### src/rtl/hazard_unit.sv
// Pipeline hazard unit: operand forwarding, load-use stall and branch flush control.
// Optional event counters are enabled by defining HAZARD_UNIT_PERF_CNT_EN.
module hazard_unit (
    input  logic       i_clk,
    input  logic       i_rst,
    input  logic [4:0] i_rs1_d,
    input  logic [4:0] i_rs2_d,
    input  logic [4:0] i_rs1_e,
    input  logic [4:0] i_rs2_e,
    input  logic [4:0] i_rd_e,
    input  logic [4:0] i_rd_m,
    input  logic [4:0] i_rd_wb,
    input  logic       i_res_src_b0_e,
    input  logic [1:0] i_pc_src_e,
    output logic [1:0] o_fw_a_e,
    output logic [1:0] o_fw_b_e,
    output logic       o_fw_a_d,
    output logic       o_fw_b_d,
    output logic       o_pc_stall,
    output logic       o_if_id_stall,
    output logic       o_if_id_flush,
    output logic       o_id_ex_flush
`ifdef HAZARD_UNIT_PERF_CNT_EN
    ,
    output logic [31:0] o_stall_cnt,
    output logic [31:0] o_flush_cnt
`endif
);

    logic lw_stall;
    logic br_taken;

    assign lw_stall = i_res_src_b0_e && (i_rd_e != 5'd0) &&
                      ((i_rs1_d == i_rd_e) || (i_rs2_d == i_rd_e));
    assign br_taken = (i_pc_src_e != 2'b00);

    always_comb begin
        o_fw_a_e      = 2'b00;
        o_fw_b_e      = 2'b00;
        o_fw_a_d      = 1'b0;
        o_fw_b_d      = 1'b0;
        o_pc_stall    = 1'b0;
        o_if_id_stall = 1'b0;
        o_if_id_flush = 1'b1;
        o_id_ex_flush = 1'b1;
        if (!i_rst) begin
            // Memory stage holds the younger result, so it is checked first.
            if ((i_rs1_e == i_rd_m) && (i_rd_m != 5'd0)) begin
                o_fw_a_e = 2'b10;
            end else if ((i_rs1_e == i_rd_wb) && (i_rd_wb != 5'd0)) begin
                o_fw_a_e = 2'b01;
            end
            if ((i_rs2_e == i_rd_m) && (i_rd_m != 5'd0)) begin
                o_fw_b_e = 2'b10;
            end else if ((i_rs2_e == i_rd_wb) && (i_rd_wb != 5'd0)) begin
                o_fw_b_e = 2'b01;
            end
            o_fw_a_d      = (i_rs1_d == i_rd_wb) && (i_rd_wb != 5'd0);
            o_fw_b_d      = (i_rs2_d == i_rd_wb) && (i_rd_wb != 5'd0);
            o_pc_stall    = lw_stall;
            o_if_id_stall = lw_stall;
            o_if_id_flush = br_taken;
            o_id_ex_flush = lw_stall || br_taken;
        end
    end

`ifdef HAZARD_UNIT_PERF_CNT_EN
    logic [31:0] stall_cnt_q, stall_cnt_d;
    logic [31:0] flush_cnt_q, flush_cnt_d;

    always_comb begin
        stall_cnt_d = stall_cnt_q;
        flush_cnt_d = flush_cnt_q;
        // Counters saturate rather than wrap.
        if (lw_stall && (stall_cnt_q != 32'hFFFF_FFFF)) begin
            stall_cnt_d = stall_cnt_q + 32'd1;
        end
        if (br_taken && (flush_cnt_q != 32'hFFFF_FFFF)) begin
            flush_cnt_d = flush_cnt_q + 32'd1;
        end
    end

    always_ff @(posedge i_clk) begin
        if (i_rst) begin
            stall_cnt_q <= 32'd0;
            flush_cnt_q <= 32'd0;
        end else begin
            stall_cnt_q <= stall_cnt_d;
            flush_cnt_q <= flush_cnt_d;
        end
    end

    assign o_stall_cnt = stall_cnt_q;
    assign o_flush_cnt = flush_cnt_q;
`else
    logic unused_clk;
    assign unused_clk = i_clk;
`endif

endmodule

### config.mk
export PLATFORM = sky130hd
export DESIGN_NAME = hazard_unit
export DESIGN_NICKNAME = d
export VERILOG_FILES = /design/src/rtl/hazard_unit.sv
export SDC_FILE = /design/constraint.sdc
export NUM_CORES = 1
export LEC_CHECK = 0
export ABC_AREA = 1
export ABC_CLOCK_PERIOD_IN_PS = 800
export CORE_ASPECT_RATIO = 0.7
export CORE_UTILIZATION = 37
export DETAILED_ROUTE_END_ITERATION = 8
export PLACE_DENSITY = 0.89
export SYNTH_ARGS = -nofsm -noshare
export SYNTH_HDL_FRONTEND = slang
export SYNTH_SLANG_ARGS = --single-unit
export TNS_END_PERCENT = 100
### constraint.sdc
create_clock -name vclk -period 0.8
set_input_delay 0.08 -clock vclk [all_inputs]
set_output_delay 0.08 -clock vclk [all_outputs]
set_load 0.005 [all_outputs]
==> impl_metrics.prom, run 1 <==
# TYPE chip_impl_metric gauge
chip_impl_info{name="status",value="aborted with a tool error"} 1
chip_impl_info{name="stage_where_the_flow_stopped",value="global routing (5_1_grt)"} 1
chip_impl_info{name="tool.error",value="[ERROR DPL-0038] Utilization greater than 100%, impossible to legalize"} 1
chip_impl_metric{name="synth_top_cell_area_share",unit=""} 0.246
chip_impl_metric{name="chipWidth",unit="um"} 53.5
chip_impl_metric{name="placed_cells",unit=""} 222
chip_impl_metric{name="finalWeightedCongestion",unit=""} 0.879
chip_impl_metric{name="hpwl_after_detailed_placement",unit="um"} 2110
chip_impl_metric{name="syn-instance-count",unit=""} 141
chip_impl_info{name="worstEpCategory",value="output port"} 1
chip_impl_metric{name="fp-row-count",unit=""} 12
chip_impl_metric{name="die_height",unit="um"} 38.0
chip_impl_metric{name="yosys.cell_types.count",unit=""} 23
chip_impl_metric{name="synthesis.area_per_instance",unit="sq um"} 4.86
chip_impl_metric{name="synth-warning-count",unit=""} 0
chip_impl_metric{name="num_io_pins",unit=""} 50
chip_impl_metric{name="cts.hold.buffers_added",unit=""} 0
chip_impl_metric{name="synth-seq-area-share",unit=""} 0
chip_impl_info{name="grt_worst_setup_endpoint",value="o_fw_a_e[0]"} 1
chip_impl_info{name="synth_largest_area_cell",value="sky130_fd_sc_hd__nand2_1"} 1
chip_impl_info{name="synth.top_cells.by_area",value="sky130_fd_sc_hd__nand2_1 (25%), sky130_fd_sc_hd__xnor2_1 (14%), sky130_fd_sc_hd__nor2_1 (11%)"} 1
chip_impl_metric{name="preCtsSetupSlack",unit="ps"} -1000
chip_impl_metric{name="syn_nets",unit=""} 181
chip_impl_metric{name="grt_max_degree",unit=""} 7
chip_impl_metric{name="io_buffer_count",unit=""} 49
chip_impl_metric{name="netlist_area_before_placement",unit="sq um"} 686
chip_impl_metric{name="initial_utilization",unit=""} 0.411
==> metrics by stage <==
step / TNS (ps) / area, sq um
floorplan: 0 / 686
global placement: -8970 / 1290
detailed placement: -9180 / 1290
CTS: -1330 / 1460
==> kinds of logic after synthesis <==
logic type / synth area share
buffers and inverters: 0.133
AOI/OAI and AO/OA: 0.0766
and+or+nand+nor: 0.573
xor gates and xnor gates: 0.217
==> Yosys cell counts, types with 2 or more instances <==
cell type and count:
sky130_fd_sc_hd__nand2_1 45, sky130_fd_sc_hd__nor2_1 21, sky130_fd_sc_hd__inv_1 13, sky130_fd_sc_hd__xnor2_1 11, sky130_fd_sc_hd__nand3_1 10, sky130_fd_sc_hd__inv_2 7
sky130_fd_sc_hd__xor2_1 6, sky130_fd_sc_hd__nand4_1 4, sky130_fd_sc_hd__o21ai_0 4, sky130_fd_sc_hd__nor3_1 3, sky130_fd_sc_hd__a21oi_1 2, sky130_fd_sc_hd__o21ai_1 2
sky130_fd_sc_hd__o22ai_1 2, sky130_fd_sc_hd__or2_1 2
==> repair_timing <==
item | in CTS
endpoints found under the hold margin | 0
setup buffers | 13
gates cloned | 0
setup endpoints to repair | 10
resized for setup | 257
pin swaps | 44
==> run 2, diff against run 1 <==
CORE_AREA = 2 2 63 65   (was unset)
CORE_ASPECT_RATIO = unset   (was 0.7)
CORE_UTILIZATION = unset   (was 37)
DIE_AREA = 0 0 65 67   (was unset)
PLACE_DENSITY = unset   (was 0.89)
PLACE_DENSITY_LB_ADDON = 0.15   (was unset)
==> run 2 against run 1 <==
- the flow now finishes, with violations (setup timing)
- area after synthesis unchanged
- synthesized cell count unchanged
==> impl_metrics.prom, run 2 <==
# TYPE chip_impl_metric gauge
chip_impl_info{name="top_cells_by_count_synth",value="sky130_fd_sc_hd__nand2_1 (45), sky130_fd_sc_hd__nor2_1 (21), sky130_fd_sc_hd__inv_1 (13)"} 1
chip_impl_metric{name="synth_top_cell_area_share",unit=""} 0.246
chip_impl_metric{name="detailedRoute.firstPassIterationCount",unit=""} 4
chip_impl_metric{name="number_of_clock_tree_buffers_in_the_layout",unit=""} 0
chip_impl_info{name="critical_path.endpoint_type",value="primary output"} 1
chip_impl_info{name="path_delay_family",value="simple AND/OR/NAND/NOR gates"} 1
chip_impl_info{name="synth.top_cells.by_area",value="sky130_fd_sc_hd__nand2_1 (25%), sky130_fd_sc_hd__xnor2_1 (14%), sky130_fd_sc_hd__nor2_1 (11%)"} 1
chip_impl_metric{name="route.detailed.drc",unit=""} 0
chip_impl_metric{name="report.final.setup_viol",unit=""} 9
chip_impl_metric{name="global_route.overflow_total",unit=""} 0
chip_impl_metric{name="cp.arrival",unit="ps"} 870
chip_impl_metric{name="fmax",unit="MHz"} 1050
chip_impl_info{name="synth_largest_area_cell",value="sky130_fd_sc_hd__nand2_1"} 1
chip_impl_info{name="hp-class",value="primary input to primary output"} 1
chip_impl_metric{name="fin_ws",unit="ps"} -152
chip_impl_metric{name="minimum_clock_period",unit="ps"} 952
chip_impl_metric{name="grt_max_degree",unit=""} 8
chip_impl_metric{name="detail-route-antenna-nets",unit=""} 0
chip_impl_metric{name="routed_wire_length_per_instance",unit="um"} 11.4
chip_impl_metric{name="global_route_wire_length_before_repair",unit="um"} 4920
chip_impl_info{name="rsz0062_at_grt",value="true"} 1
chip_impl_metric{name="power.density",unit="mW/mm^2"} 503
chip_impl_metric{name="netlist_area_before_placement",unit="sq um"} 686
chip_impl_metric{name="final-hold-violation-count",unit=""} 0
chip_impl_metric{name="share_of_synthesized_area_spent_on_multiplexers",unit=""} 0
chip_impl_metric{name="cts.hold.buffers_added",unit=""} 0
chip_impl_metric{name="chipWidth",unit="um"} 65
chip_impl_info{name="worstSetupPathType",value="primary input to primary output"} 1
chip_impl_info{name="worst_setup_path_endpoint",value="o_fw_b_e[0]"} 1
chip_impl_metric{name="max-vdd-ir-drop",unit="mV"} 0.128
chip_impl_metric{name="drt_first_iter_violations",unit=""} 35
chip_impl_metric{name="count_of_pins_over_their_slew_limit",unit=""} 0
chip_impl_metric{name="initial_utilization",unit=""} 0.190
chip_impl_metric{name="utilization",unit=""} 0.457
chip_impl_metric{name="finalWeightedCongestion",unit=""} 0.802
chip_impl_metric{name="groute.usage.overall",unit=""} 0.139
chip_impl_metric{name="wirelength",unit="um"} 2960
chip_impl_metric{name="timing.critical_path.depth",unit=""} 8
chip_impl_metric{name="synthesis.area_per_instance",unit="sq um"} 4.86
chip_impl_metric{name="floorplan.die_area",unit="sq mm"} 0.00436
chip_impl_metric{name="antenna_found_initial",unit=""} 0
chip_impl_info{name="setup.worst_path.start",value="i_rs2_e[4]"} 1
chip_impl_metric{name="synth-seq-area-share",unit=""} 0
chip_impl_metric{name="layoutNonFillerInstCount",unit=""} 260
chip_impl_metric{name="worst-path-max-fanout",unit=""} 2
chip_impl_metric{name="global_route.usage.met1",unit=""} 0.185
chip_impl_info{name="startpoint_types",value="primary input"} 1
chip_impl_metric{name="p_leak",unit="uW"} 0.000826
chip_impl_metric{name="preCtsSetupSlack",unit="ps"} -1030
chip_impl_metric{name="synth_simple_gate_area_frac",unit=""} 0.573
chip_impl_metric{name="cp_required",unit="ps"} 720
chip_impl_info{name="failed_checks",value="setup timing"} 1
chip_impl_metric{name="slew_headroom",unit=""} 0.861
chip_impl_metric{name="grt_use_met3",unit=""} 0.00338
chip_impl_info{name="mostFrequentLayoutCell",value="sky130_fd_sc_hd__nand2_1"} 1
chip_impl_info{name="yosys.cell_count.top_type",value="sky130_fd_sc_hd__nand2_1"} 1
chip_impl_metric{name="postLayoutCellArea",unit="sq mm"} 0.00165
chip_impl_metric{name="placed_cells",unit=""} 253
chip_impl_metric{name="min_period_over_period",unit=""} 1.19
chip_impl_metric{name="synth-compound-area-share",unit=""} 0.0766
chip_impl_metric{name="synth_fa_ha_area_frac",unit=""} 0
chip_impl_metric{name="vias",unit=""} 1116
chip_impl_metric{name="final_net_count",unit=""} 254
chip_impl_metric{name="max_cap_viol_count",unit=""} 0
chip_impl_metric{name="yosys.area_share.xor_xnor",unit=""} 0.217
chip_impl_metric{name="synth-warning-count",unit=""} 0
chip_impl_metric{name="route.detailed.vias_per_inst",unit=""} 4.29
chip_impl_info{name="path_cells",value="buf_2, buf_4, nand2_1, nand3_1, nor2_1, nand3_1, nor2_1, buf_2"} 1
chip_impl_info{name="timing.critical_path.slowest_stage_cell",value="sky130_fd_sc_hd__buf_4"} 1
chip_impl_metric{name="seq_cells",unit=""} 0
chip_impl_info{name="synth_top_family_by_area",value="simple AND/OR/NAND/NOR gates"} 1
chip_impl_metric{name="antenna_cells",unit=""} 0
chip_impl_metric{name="syn_nets",unit=""} 181
chip_impl_metric{name="crit_buf_inv",unit=""} 3
chip_impl_metric{name="drive_gt1_frac",unit=""} 0.571
chip_impl_info{name="status",value="complete, but fails checks"} 1
chip_impl_metric{name="num_io_pins",unit=""} 50
chip_impl_metric{name="hpwl_after_detailed_placement",unit="um"} 2280
chip_impl_metric{name="syn-instance-count",unit=""} 141
chip_impl_metric{name="grt_util_met2",unit=""} 0.259
chip_impl_metric{name="hold_slack",unit="ps"} 518
chip_impl_metric{name="timing.critical_path.slowest_cell_delay",unit="ps"} 130
chip_impl_metric{name="vias_in_the_first_global_route",unit=""} 1083
chip_impl_metric{name="fp-row-count",unit=""} 22
chip_impl_info{name="hold_path_startpoint",value="i_rst"} 1
chip_impl_info{name="grt_busiest_layer",value="met2"} 1
chip_impl_metric{name="io_buffer_count",unit=""} 49
chip_impl_metric{name="floorplan.core_area",unit="sq mm"} 0.00361
chip_impl_metric{name="placed_area",unit="sq mm"} 0.00135
chip_impl_metric{name="die_height",unit="um"} 67
chip_impl_metric{name="yosys.cell_types.count",unit=""} 23
chip_impl_metric{name="area_growth",unit="%"} 140
chip_impl_metric{name="worst-slew-pin-transition",unit="ps"} 208
chip_impl_metric{name="seq_area",unit="sq um"} 0
chip_impl_info{name="mostFrequentLayoutCells",value="sky130_fd_sc_hd__nand2_1 (36), sky130_fd_sc_hd__buf_2 (20), sky130_fd_sc_hd__buf_4 (19), sky130_fd_sc_hd__nor2_1 (17), sky130_fd_sc_hd__buf_6 (16)"} 1
-- run 2: worst min-delay path, delay by kind of cell --
kind,cells,cell delay [ps]
and+or+nand+nor,1,50
buffers and inverters,3,310
-- run 2: cell type report --
| type | instances | area [sq um] |
|---|---|---|
| Inverter | 21 | 130 |
| Multi-Input combinational cell | 118 | 777 |
| Tap cell | 48 | 60.1 |
| Timing Repair Buffer | 73 | 681 |
| Fill cell | 374 | 1960 |
-- run 2: cell families after synthesis --
logic type                after synthesis
AOI/OAI and AO/OA                      10
xor gates and xnor gates               17
and+or+nand+nor                        91
buffers and inverters                  23
-- run 2: repair_timing --
action                     4_1_cts  5_1_grt
setup endpoints to repair       10        9
buffers inserted                 7        0
hold endpoints to repair         0        0
cloned                           0        0
gates resized for setup        266       50
pin swaps                       44       29
-- run 2: metal layers --
layer  wire length [um]  vias up
li1                   -      587
met1               1260      504
met2               1580       23
met3                 92        2
met4                 23        0
met5                  0        -
-- run 2: how the worst min path moves through the flow --
stage	end	slack (ps)	cells past startpoint
global route	o_if_id_stall	540	4
floorplan	o_if_id_stall	190	1
global placement	o_if_id_flush	1210	4
finish	o_if_id_stall	520	4
detailed placement	o_if_id_stall	1210	6
CTS	o_if_id_stall	520	4
-- run 2: report_power, final --
part,internal [uW],switching (uW),total (uW),leakage [uW]
combinational,466,363,829,0.000826
clock,0,0,0,0
sequential,0,0,0,0
total,466,363,829,0.000826
-- run 2: through the flow --
| step | power, uW | setup TNS, ps |
|---|---|---|
| after detailed placement | 632 | -9370 |
| after global routing | 905 | -1640 |
| after global placement | 631 | -9360 |
| final | 829 | -1030 |
| after CTS | 724 | -1150 |
| after floorplan | 252 | 0 |
(Power assumes the default switching activity.)
